### config.mk
export PLATFORM = sky130hd
export DESIGN_NAME = stopwatch_counter
export DESIGN_NICKNAME = d
export VERILOG_FILES = /design/src/rtl/stopwatch_counter.sv
export SDC_FILE = /design/constraint.sdc
export NUM_CORES = 1
export LEC_CHECK = 0
export BUFFER_PORTS_ARGS = -buffer_cell sky130_fd_sc_hd__buf_2
export CAP_MARGIN = 20
export CORE_MARGIN = 4
export CORE_UTILIZATION = 45
export CTS_CLUSTER_DIAMETER = 50
export DETAILED_ROUTE_END_ITERATION = 10
export PLACE_DENSITY = 0.63
export REMOVE_ABC_BUFFERS = 1
export SYNTH_ARGS = -nofsm -noshare
export SYNTH_HDL_FRONTEND = slang
export SYNTH_SLANG_ARGS = --single-unit
export TNS_END_PERCENT = 10
### constraint.sdc
create_clock -name clk -period 3.9 [get_ports clk]
set_clock_uncertainty 0.05 [all_clocks]
set_input_delay 0.195 -clock clk [delete_from_list [all_inputs] [get_ports clk]]
set_output_delay 0.195 -clock clk [all_outputs]
set_load 0.005 [all_outputs]
### src/rtl/stopwatch_counter.sv
// Purpose: stopwatch time base and packed-BCD counter (00.00..99.99 s) with start/stop/reset run control.
// Latency: button level to state change is 3 edges (2-flop sync + edge flop); x updates on the tick edge itself.
// Backpressure: none; free-running, x holds in PAUSE/IDLE and is stable for a full tick period.
//
// Ports:
//   clk      system clock, all logic on rising edge
//   clr      synchronous active-high reset, clears every flop
//   btn_ss   start/stop button level (asynchronous, pre-debounced)
//   btn_rst  stopwatch-reset button level (asynchronous, pre-debounced)
//   x        packed BCD time {tens s, s, tens cs, cs}, registered
//   running  high while in RUN, registered
//   ovf      sticky wrap flag (99.99 -> 00.00), registered
module stopwatch_counter #(
    parameter int TICK_DIV = 1_000_000
) (
    input  logic        clk,
    input  logic        clr,
    input  logic        btn_ss,
    input  logic        btn_rst,
    output logic [15:0] x,
    output logic        running,
    output logic        ovf
);

    localparam int PW = (TICK_DIV > 1) ? $clog2(TICK_DIV) : 1;
    localparam logic [PW-1:0] PMAX = PW'(TICK_DIV - 1);

    typedef enum logic [1:0] {
        IDLE  = 2'd0,
        RUN   = 2'd1,
        PAUSE = 2'd2
    } state_t;

    state_t        state;
    logic [PW-1:0] presc;

    // [0] and [1] form the synchronizer, [2] is the edge-detect delay flop.
    logic [2:0] ss_sync;
    logic [2:0] rst_sync;

    logic ss_p;
    logic rst_p;
    logic tick;

    logic [15:0] x_inc;
    logic        x_wrap;

    assign ss_p  = ss_sync[1]  & ~ss_sync[2];
    assign rst_p = rst_sync[1] & ~rst_sync[2];
    assign tick  = (state == RUN) && (presc == PMAX);

    // Ripple BCD increment; the final carry out of the tens-of-seconds digit
    // is the 99.99 -> 00.00 wrap.
    always_comb begin
        logic       c;
        logic [3:0] d;
        x_inc  = x;
        x_wrap = 1'b0;
        c      = 1'b1;
        for (int i = 0; i < 4; i++) begin
            d = x[i*4 +: 4];
            if (c) begin
                if (d == 4'd9) begin
                    x_inc[i*4 +: 4] = 4'd0;
                end else begin
                    x_inc[i*4 +: 4] = d + 4'd1;
                    c = 1'b0;
                end
            end
        end
        x_wrap = c;
    end

    always_ff @(posedge clk) begin
        if (clr) begin
            ss_sync  <= '0;
            rst_sync <= '0;
            state    <= IDLE;
            running  <= 1'b0;
            presc    <= '0;
            x        <= '0;
            ovf      <= 1'b0;
        end else begin
            ss_sync  <= {ss_sync[1:0],  btn_ss};
            rst_sync <= {rst_sync[1:0], btn_rst};

            if (rst_p) begin
                // Reset wins over a simultaneous start/stop and over a tick.
                state   <= IDLE;
                running <= 1'b0;
                presc   <= '0;
                x       <= '0;
                ovf     <= 1'b0;
            end else begin
                case (state)
                    IDLE: begin
                        presc <= '0;
                        if (ss_p) begin
                            state   <= RUN;
                            running <= 1'b1;
                        end
                    end
                    RUN: begin
                        // The tick increment still lands if a pause arrives on the same edge.
                        if (tick) begin
                            presc <= '0;
                            x     <= x_inc;
                            if (x_wrap) begin
                                ovf <= 1'b1;
                            end
                        end else begin
                            presc <= presc + PW'(1);
                        end
                        if (ss_p) begin
                            state   <= PAUSE;
                            running <= 1'b0;
                        end
                    end
                    PAUSE: begin
                        // Prescaler holds so a resume finishes the partial interval.
                        if (ss_p) begin
                            state   <= RUN;
                            running <= 1'b1;
                        end
                    end
                    default: begin
                        state   <= IDLE;
                        running <= 1'b0;
                        presc   <= '0;
                    end
                endcase
            end
        end
    end

endmodule

==> results of run 1 <==
## worst reg2reg max path: stages, from the launching register on
cell and delay (ns):
dfxtp_1 0.39, ha_1 0.24, nand3_2 0.14, nor4_4 0.74, nand4_4 0.23, or4_1 0.52
a21oi_1 0.15
## report_power, final
group          switching, mW  internal, mW
combinational         0.0145       0.00830
sequential           0.00211         0.473
clock                  0.155         0.192
total                  0.171         0.673
## cell type report
type | instances | share of cell area [%]
Clock buffer | 7 | 3.068
Clock inverter | 1 | 1.207
Inverter | 10 | 1.509
Multi-Input combinational cell | 198 | 48.99
Sequential cell | 46 | 37.02
Tap cell | 67 | 3.370
Timing Repair Buffer | 23 | 4.829
## per-stage QoR
step                      utilization [%]  area (um^2)
final                               52.32         2487
after global placement              50.08         2381
after global routing                52.32         2487
after CTS                           52.32         2487
after detailed placement            50.08         2381
after floorplan                         -         2177
## cell usage after synthesis (8+ instances only)
cell type,count
o21ai_0,14
nor3_1,8
a31oi_1,9
inv_1,10
nand2_1,23
dfxtp_1,46
xor2_1,8
nand3_1,11
nand4_1,8
nor2b_1,15
a21oi_1,16
nor2_1,25
## cells by family (layout without fill, tap and decap cells)
kind of cell	after synthesis	count (layout)	synth area share, %
AO/OA/AOI/OAI	52	52	13.93
adder cells (fa/ha/maj)	1	1	0.5662
flip-flops	46	46	41.68
buffers and inverters	16	41	3.171
XOR/XNOR	15	15	5.946
AND/OR/NAND/NOR	125	125	32.33
multiplexers	5	5	2.378
## flip-flops by register name (all words and copies together), names as in the netlist
register	cells
ovf	1
presc	20
state	2
ss_sync	3
x	16
rst_sync	3
running	1
## cells in the final DEF, fill, tap and decap left out, types with 3 or more instances in the layout
cell type	count
dfxtp_1	46
nor2_1	25
nand2_1	23
buf_2	21
a21oi_1	16
nor2b_1	15
o21ai_0	14
nand3_1	11
inv_1	10
a31oi_1	9
nand4_1	8
nor3_1	8
xor2_1	8
xnor2_1	7
clkbuf_8	5
and3_1	4
nor4_1	3
or3_1	3
mux2i_1	3
nand2b_1	3
o21a_1	3
## per-layer routing
metal	routed length, um	up-vias	share of wire [%]
met5	0	-	0
met4	14	0	0.31
met3	167	2	3.7
met2	2082	32	46
met1	2239	873	50
li1	-	982	-
## final timing paths
path               startpoint     endpoint  slack (ns)  depth (start not counted)
setup / recovery     presc[0]        x[14]        1.39                          6
hold / removal         btn_ss   ss_sync[0]        0.06                          2
setup reg to reg     presc[0]        x[14]        1.39                          6
hold reg to reg   rst_sync[0]  rst_sync[1]        0.39                          1
==> results.json, run 1 <==
{
  "fmax_mhz": 398.0,
  "synth-async-reset-ratio_pct": 0,
  "first_global_vias": 1742,
  "cts_htree_levels": 2,
  "nets": 289,
  "min_path_type": "input port to flip-flop",
  "grt.met3_usage_pct": 4.243,
  "synth_top_area_share_pct": 41.68,
  "synth_area_leader_cell": "dfxtp_1",
  "dp_slack_ns": 1.404,
  "hold_viol_final": 0,
  "cts_setup_buffers": 0,
  "startpoint_type": "flip-flop",
  "grt-busiest-layer": "met2",
  "relSlewSlack_pct": 48.17,
  "die_area_um2": 6096,
  "hold_slack_ns": 0.06284,
  "die_w_um": 78.08,
  "crit_required_ns": 4.08,
  "antennaDiodeCount": 0,
  "synth_cells": 260,
  "yosysWarnings": 0,
  "area_delta_synth_final_pct": 12.57,
  "antenna_left": 0,
  "power.leakage_nw": 0.8931,
  "core.rowCount": 25,
  "path_delay_family": "simple AND/OR/NAND/NOR gates",
  "synth_top_flop_cell": "dfxtp_1",
  "antenna_found_initial": 0,
  "cts.sink_count": 46,
  "fin_crit_sh_pct": 64.42,
  "vdd_drop_max_v": 0.0002416,
  "end_kind": "flip-flop",
  "grt.overflow.total": 0,
  "routed_wl_um": 4503,
  "core_area_um2": 4755,
  "clk_latency_ns": 0.29,
  "port_buffers": 21,
  "path_clk_slew_ns": 0.09,
  "use_met2_pct": 25.77,
  "first_iter_violations": 72,
  "synth_area_um2": 2210,
  "drive_above_1_share_pct": 14.04,
  "grt_setup_unrepaired": "false",
  "post-place-cells": 344,
  "cts_tree": "built",
  "seq_area_frac_synth_pct": 41.68,
  "cts_resized": 0,
  "grt_pass1_wl_um": 7859,
  "worst-path-buf-inv": 0,
  "wl_per_cell_um": 12.79,
  "ys_types": 49,
  "worst_pin_slew_ns": 0.7716,
  "finalPower_mw": 0.8447,
  "cp_data_arrival_time_ns": 2.70,
  "place_congestion": 0.7505,
  "setup_viol": 0,
  "dp_hpwl_um": 3180,
  "cts_buffers": 5,
  "hold_buffers": 0,
  "clk_path_buf_depth": 2,
  "vias_per_cell": 5.366,
  "crit_type": "flip-flop to flip-flop",
  "fin_tns_setup_ns": 0,
  "num_vias": 1889,
  "cp_cell_sequence": "ha_1, nand3_2, nor4_4, nand4_4, or4_1, a21oi_1",
  "slew_viol_final": 0,
  "grt_max_degree": 26,
  "period_needed_ns": 2.512,
  "ff_latch_area_um2": 920.9,
  "cap_violations": 0,
  "power_density_nw_per_um2": 339.6,
  "cts_root_buffer": "clkbuf_8",
  "crit_path_max_incr_delay_ns": 0.74,
  "ys_seq_elements": 46,
  "multi_input_area_um2": 1219,
  "synth_edf_count": 0,
  "postLayoutSetupSlackWorst_ns": 1.388,
  "fin_cells": 352,
  "met1_usage_pct": 20.63,
  "start_util_pct": 46.47,
  "die_h_um": 78.08,
  "path_max_fanout": 14,
  "track_usage_pct": 15.78,
  "ios": 22,
  "drc": 0,
  "fillers": 489,
  "yosys-top-cells-area": "dfxtp_1, nor2_1, nor2b_1",
  "status": "finished clean",
  "syn_area_per_cell_um2": 8.499,
  "critPathSlowestCell": "nor4_4",
  "firstDrtPassIters": 4
}
No activity file was read; power rests on OpenSTA's default activity.
==> run 2, diff against run 1 <==
PLACE_DENSITY = 0.66   (was 0.63)
clock period = 2.25 ns   (was 3.9 ns; I/O delays follow)
==> results.json, run 2 (same netlist as run 1, synthesis figures left out) <==
{
  "antenna_found_initial": 0,
  "first_global_vias": 1807,
  "power_density_nw_per_um2": 569.3,
  "cts_buffers": 5,
  "antenna_left": 0,
  "hold_viol_final": 0,
  "crit_path_max_incr_delay_ns": 0.48,
  "end_kind": "flip-flop",
  "grt_setup_unrepaired": "false",
  "hold_slack_ns": 0.02155,
  "slew_viol_final": 0,
  "port_buffers": 21,
  "track_usage_pct": 15.85,
  "clk_path_buf_depth": 2,
  "fin_tns_setup_ns": 0,
  "grt.overflow.total": 0,
  "die_w_um": 78.08,
  "vias_per_cell": 5.351,
  "wl_per_cell_um": 12.67,
  "area_delta_synth_final_pct": 19.03,
  "cap_violations": 0,
  "worstHoldPathCells": 2,
  "cp_data_arrival_time_ns": 2.26,
  "first_iter_violations": 98,
  "core_area_um2": 4755,
  "die_h_um": 78.08,
  "start_util_pct": 46.47,
  "num_vias": 1964,
  "cts.sink_count": 46,
  "ios": 22,
  "path_delay_family": "simple AND/OR/NAND/NOR gates",
  "firstDrtPassIters": 5,
  "die_area_um2": 6096,
  "cts_htree_levels": 2,
  "place_congestion": 0.7560,
  "path_max_fanout": 13,
  "crit_type": "flip-flop to flip-flop",
  "whs_endpoint": "rst_sync[1]",
  "critPathSlowestCell": "or4_1",
  "worst_pin_slew_ns": 0.5000,
  "fillers": 455,
  "fin_crit_sh_pct": 92.68,
  "regMostFlops": "presc",
  "power.leakage_nw": 0.9790,
  "reg.largest.list": "presc x20, x x16",
  "layout_common_cells": "dfxtp_1, nor2_1, nand2_1, buf_2, a21oi_1",
  "cts_setup_buffers": 0,
  "setup_viol": 0,
  "period_needed_ns": 2.085,
  "reg2reg_slack_ns": 0.16,
  "r2r-start": "presc[14]",
  "drc": 0,
  "routed_wl_um": 4651,
  "relSlewSlack_pct": 66.61,
  "grt_pass1_wl_um": 7879,
  "nets": 305,
  "worst-path-buf-inv": 1,
  "rr_endpoint": "x[14]",
  "dp_hpwl_um": 3284,
  "status": "finished clean",
  "startpoint_type": "flip-flop",
  "cts_tree": "built",
  "drive_above_1_share_pct": 19.00,
  "path_clk_slew_ns": 0.08,
  "fmax_mhz": 479.6,
  "antennaDiodeCount": 0,
  "min_path_type": "input port to flip-flop",
  "cp_cell_sequence": "nand4b_1, nor4_4, buf_6, nand4_4, or4_1, a21oi_1",
  "largest_reg_flops": 20,
  "clk_latency_ns": 0.29,
  "cp-startpoint": "presc[14]",
  "final_common_cell": "dfxtp_1",
  "vdd_drop_max_v": 0.0003834,
  "cts_root_buffer": "clkbuf_8",
  "reg2reg_depth": 6,
  "grt_max_degree": 25,
  "core.rowCount": 25,
  "crit_required_ns": 2.43,
  "min_from": "clr"
}
run 2: changes by cell type in the layout (fill, tap and decap cells not counted), sizes merged:
cell         delta
dlygate4sd3     +2
clkbuf          -1
buf            +14
run 2: layout make-up:
| cell class | count | area, um^2 | share of cell area (%) |
|---|---|---|---|
| Multi-Input combinational cell | 198 | 1226 | 46.62 |
| Inverter | 10 | 37.54 | 1.427 |
| Sequential cell | 46 | 920.9 | 35.01 |
| Clock inverter | 1 | 30.03 | 1.142 |
| Clock buffer | 6 | 82.58 | 3.140 |
| Tap cell | 67 | 83.83 | 3.187 |
| Timing Repair Buffer | 39 | 249.0 | 9.467 |
run 2: worst max path at each step:
stage / endpoint / slack (ns) / cells past startpoint
after floorplan: x[14] / 0.02 / 6
final: x[14] / 0.16 / 6
after global placement: x[14] / 0.16 / 7
after global routing: x[14] / 0.03 / 6
after detailed placement: x[14] / 0.07 / 7
after CTS: x[14] / 0.03 / 7
run 2: repair_timing:
action,4_1_cts,5_1_grt
gates resized for setup,0,3
endpoints found under the setup margin,0,5
hold endpoints to repair,2,0
hold buffers,2,0
run 2: metal layers:
metal	wire length (um)	track usage, %	up-vias	share of wire (%)
li1	-	-	1012	-
met1	2210	19.32	911	48
met2	2166	26.88	35	47
met3	220	4.472	6	4.7
met4	53	5.245	0	1.1
met5	0	0	-	0
run 2: through the flow:
| stage | area [um^2] | utilization (%) | worst slack [ns] | instances | total power [mW] |
|---|---|---|---|---|---|
| after floorplan | 2177 | - | 0.02045 | 254 | 0.8670 |
| after global placement | 2486 | 52.29 | 0.1577 | 358 | 0.8867 |
| after detailed placement | 2486 | 52.29 | 0.07135 | 358 | 0.8866 |
| after CTS | 2619 | 55.08 | 0.03188 | 367 | 1.509 |
| after global routing | 2630 | 55.32 | 0.02967 | 367 | 1.549 |
| final | 2630 | 55.32 | 0.1648 | 367 | 1.497 |
run 2: where the power goes:
part	total, mW	switching (mW)	internal (mW)
Sequential	0.824	0.00375	0.820
Clock	0.626	0.271	0.356
Combinational	0.0470	0.0272	0.0198
Total	1.50	0.302	1.20
==> run 3, diff against run 2 <==
CORE_UTILIZATION = 52   (was 45)
PLACE_DENSITY = 0.74   (was 0.66)
==> results.json, run 3 (same netlist as run 1, synthesis figures left out) <==
{
  "p_seq_share_pct": 58.9,
  "slew_viol_final": 0,
  "crit_required_ns": 2.44,
  "grt_setup_unrepaired": "false",
  "nets": 303,
  "largest_reg_flops": 20,
  "setup_viol": 0,
  "clk_path_buf_depth": 2,
  "grt_max_degree": 25,
  "die_w_um": 73.19,
  "vdd_drop_max_v": 0.0003297,
  "cts.sink_count": 46,
  "crit_type": "flip-flop to flip-flop",
  "firstDrtPassIters": 4,
  "core_area_um2": 4058,
  "dp_slack_ns": 0.1030,
  "path_clk_slew_ns": 0.09,
  "wl_per_cell_um": 13.19,
  "period_needed_ns": 2.080,
  "worst_pin_slew_ns": 0.5232,
  "cp_data_arrival_time_ns": 2.27,
  "start_util_pct": 54.46,
  "first_global_vias": 1821,
  "cts_root_buffer": "clkbuf_8",
  "routed_wl_um": 4604,
  "path_max_fanout": 13,
  "fmax_mhz": 480.8,
  "placed_area_um2": 2442,
  "p_comb_share_pct": 3.4,
  "vias_per_cell": 5.616,
  "place_congestion": 0.7819,
  "clk_latency_ns": 0.30,
  "dp_hpwl_um": 3282,
  "drive_above_1_share_pct": 18.39,
  "postLayoutSetupSlackWorst_ns": 0.1701,
  "status": "finished clean",
  "hold_viol_final": 0,
  "p_clk_share_pct": 37.6,
  "startpoint_type": "flip-flop",
  "final_common_cell": "dfxtp_1",
  "port_buffers": 21,
  "cts_buffers": 5,
  "drc": 0,
  "power.leakage_nw": 0.9568,
  "fin_area_um2": 2579,
  "regMostFlops": "presc",
  "finish.utilization_pct": 63.55,
  "min_path_type": "flip-flop to flip-flop",
  "end_kind": "flip-flop",
  "cts_setup_buffers": 0,
  "first_iter_violations": 98,
  "grt_pass1_wl_um": 8114,
  "power_density_nw_per_um2": 542.3,
  "die_area_um2": 5356,
  "fin_crit_sh_pct": 92.44,
  "core.rowCount": 23,
  "grt.overflow.total": 0,
  "fillers": 353,
  "antennaDiodeCount": 0,
  "antenna_found_initial": 0,
  "fin_tns_setup_ns": 0,
  "cap_violations": 0,
  "antenna_left": 0,
  "p_switching_mw": 0.3104,
  "track_usage_pct": 19.43,
  "cts_tree": "built",
  "layout_common_cells": "dfxtp_1, nor2_1, nand2_1, buf_2, a21oi_1",
  "die_h_um": 73.19,
  "cts_htree_levels": 2,
  "reg.largest.list": "presc x20, x x16",
  "swShare_pct": 22.20,
  "relSlewSlack_pct": 65.06,
  "internal_power_mw": 1.088,
  "num_vias": 1960,
  "area_delta_synth_final_pct": 16.70,
  "ios": 22
}
==> run 3: critical path: stages, from the launching register on <==
cell      delay [ns]
dfxtp_1         0.42
nand4b_1        0.20
nor4_4          0.38
buf_6           0.21
nand4_4         0.13
or3_2           0.47
a21oi_1         0.15
==> run 3: power by group through the flow <==
stage,Sequential [mW],Clock [mW],Combinational [mW]
after floorplan,0.842,0,0.0246
after global placement,0.843,0,0.0437
after detailed placement,0.843,0,0.0438
after CTS,0.824,0.550,0.0480
after global routing,0.825,0.585,0.0544
final,0.824,0.526,0.0482
==> run 3: what timing repair did <==
action,CTS,global route
setup endpoints to repair,0,10
hold buffers,3,0
gates resized for setup,0,3
endpoints found under the hold margin,3,0
==> run 3: stage by stage <==
step | power, mW | cells | hold slack [ns]
final | 1.398 | 349 | 0.3903
after CTS | 1.422 | 349 | 0.3979
after global routing | 1.465 | 349 | 0.4167
after floorplan | 0.8670 | 254 | 0.1341
after global placement | 0.8866 | 338 | 0.2787
after detailed placement | 0.8868 | 338 | 0.2875
==> run 3: final timing paths <==
kind / from / end / slack [ns] / cells past startpoint
setup / recovery: presc[14] / x[12] / 0.17 / 6
hold / removal: rst_sync[0] / rst_sync[1] / 0.39 / 1
setup reg to reg: presc[14] / x[12] / 0.17 / 6
hold reg to reg: rst_sync[0] / rst_sync[1] / 0.39 / 1
==> run 3: cell type report <==
class / count / area (um^2) / area share (%)
tap: 50 / 62.56 / 2.426
timing repair buffer: 37 / 236.5 / 9.170
clock buffer: 6 / 82.58 / 3.202
multi-input combinational: 198 / 1226 / 47.55
clock inverter: 2 / 12.51 / 0.4852
sequential: 46 / 920.9 / 35.71
inverter: 10 / 37.54 / 1.456
==> run 3: per-layer routing <==
layer | vias to the layer above | track usage, % | routed length, um
li1 | 1007 | - | -
met1 | 908 | 25.19 | 2241
met2 | 38 | 30.59 | 2075
met3 | 7 | 5.096 | 209
met4 | 0 | 7.787 | 77
met5 | - | 0 | 0
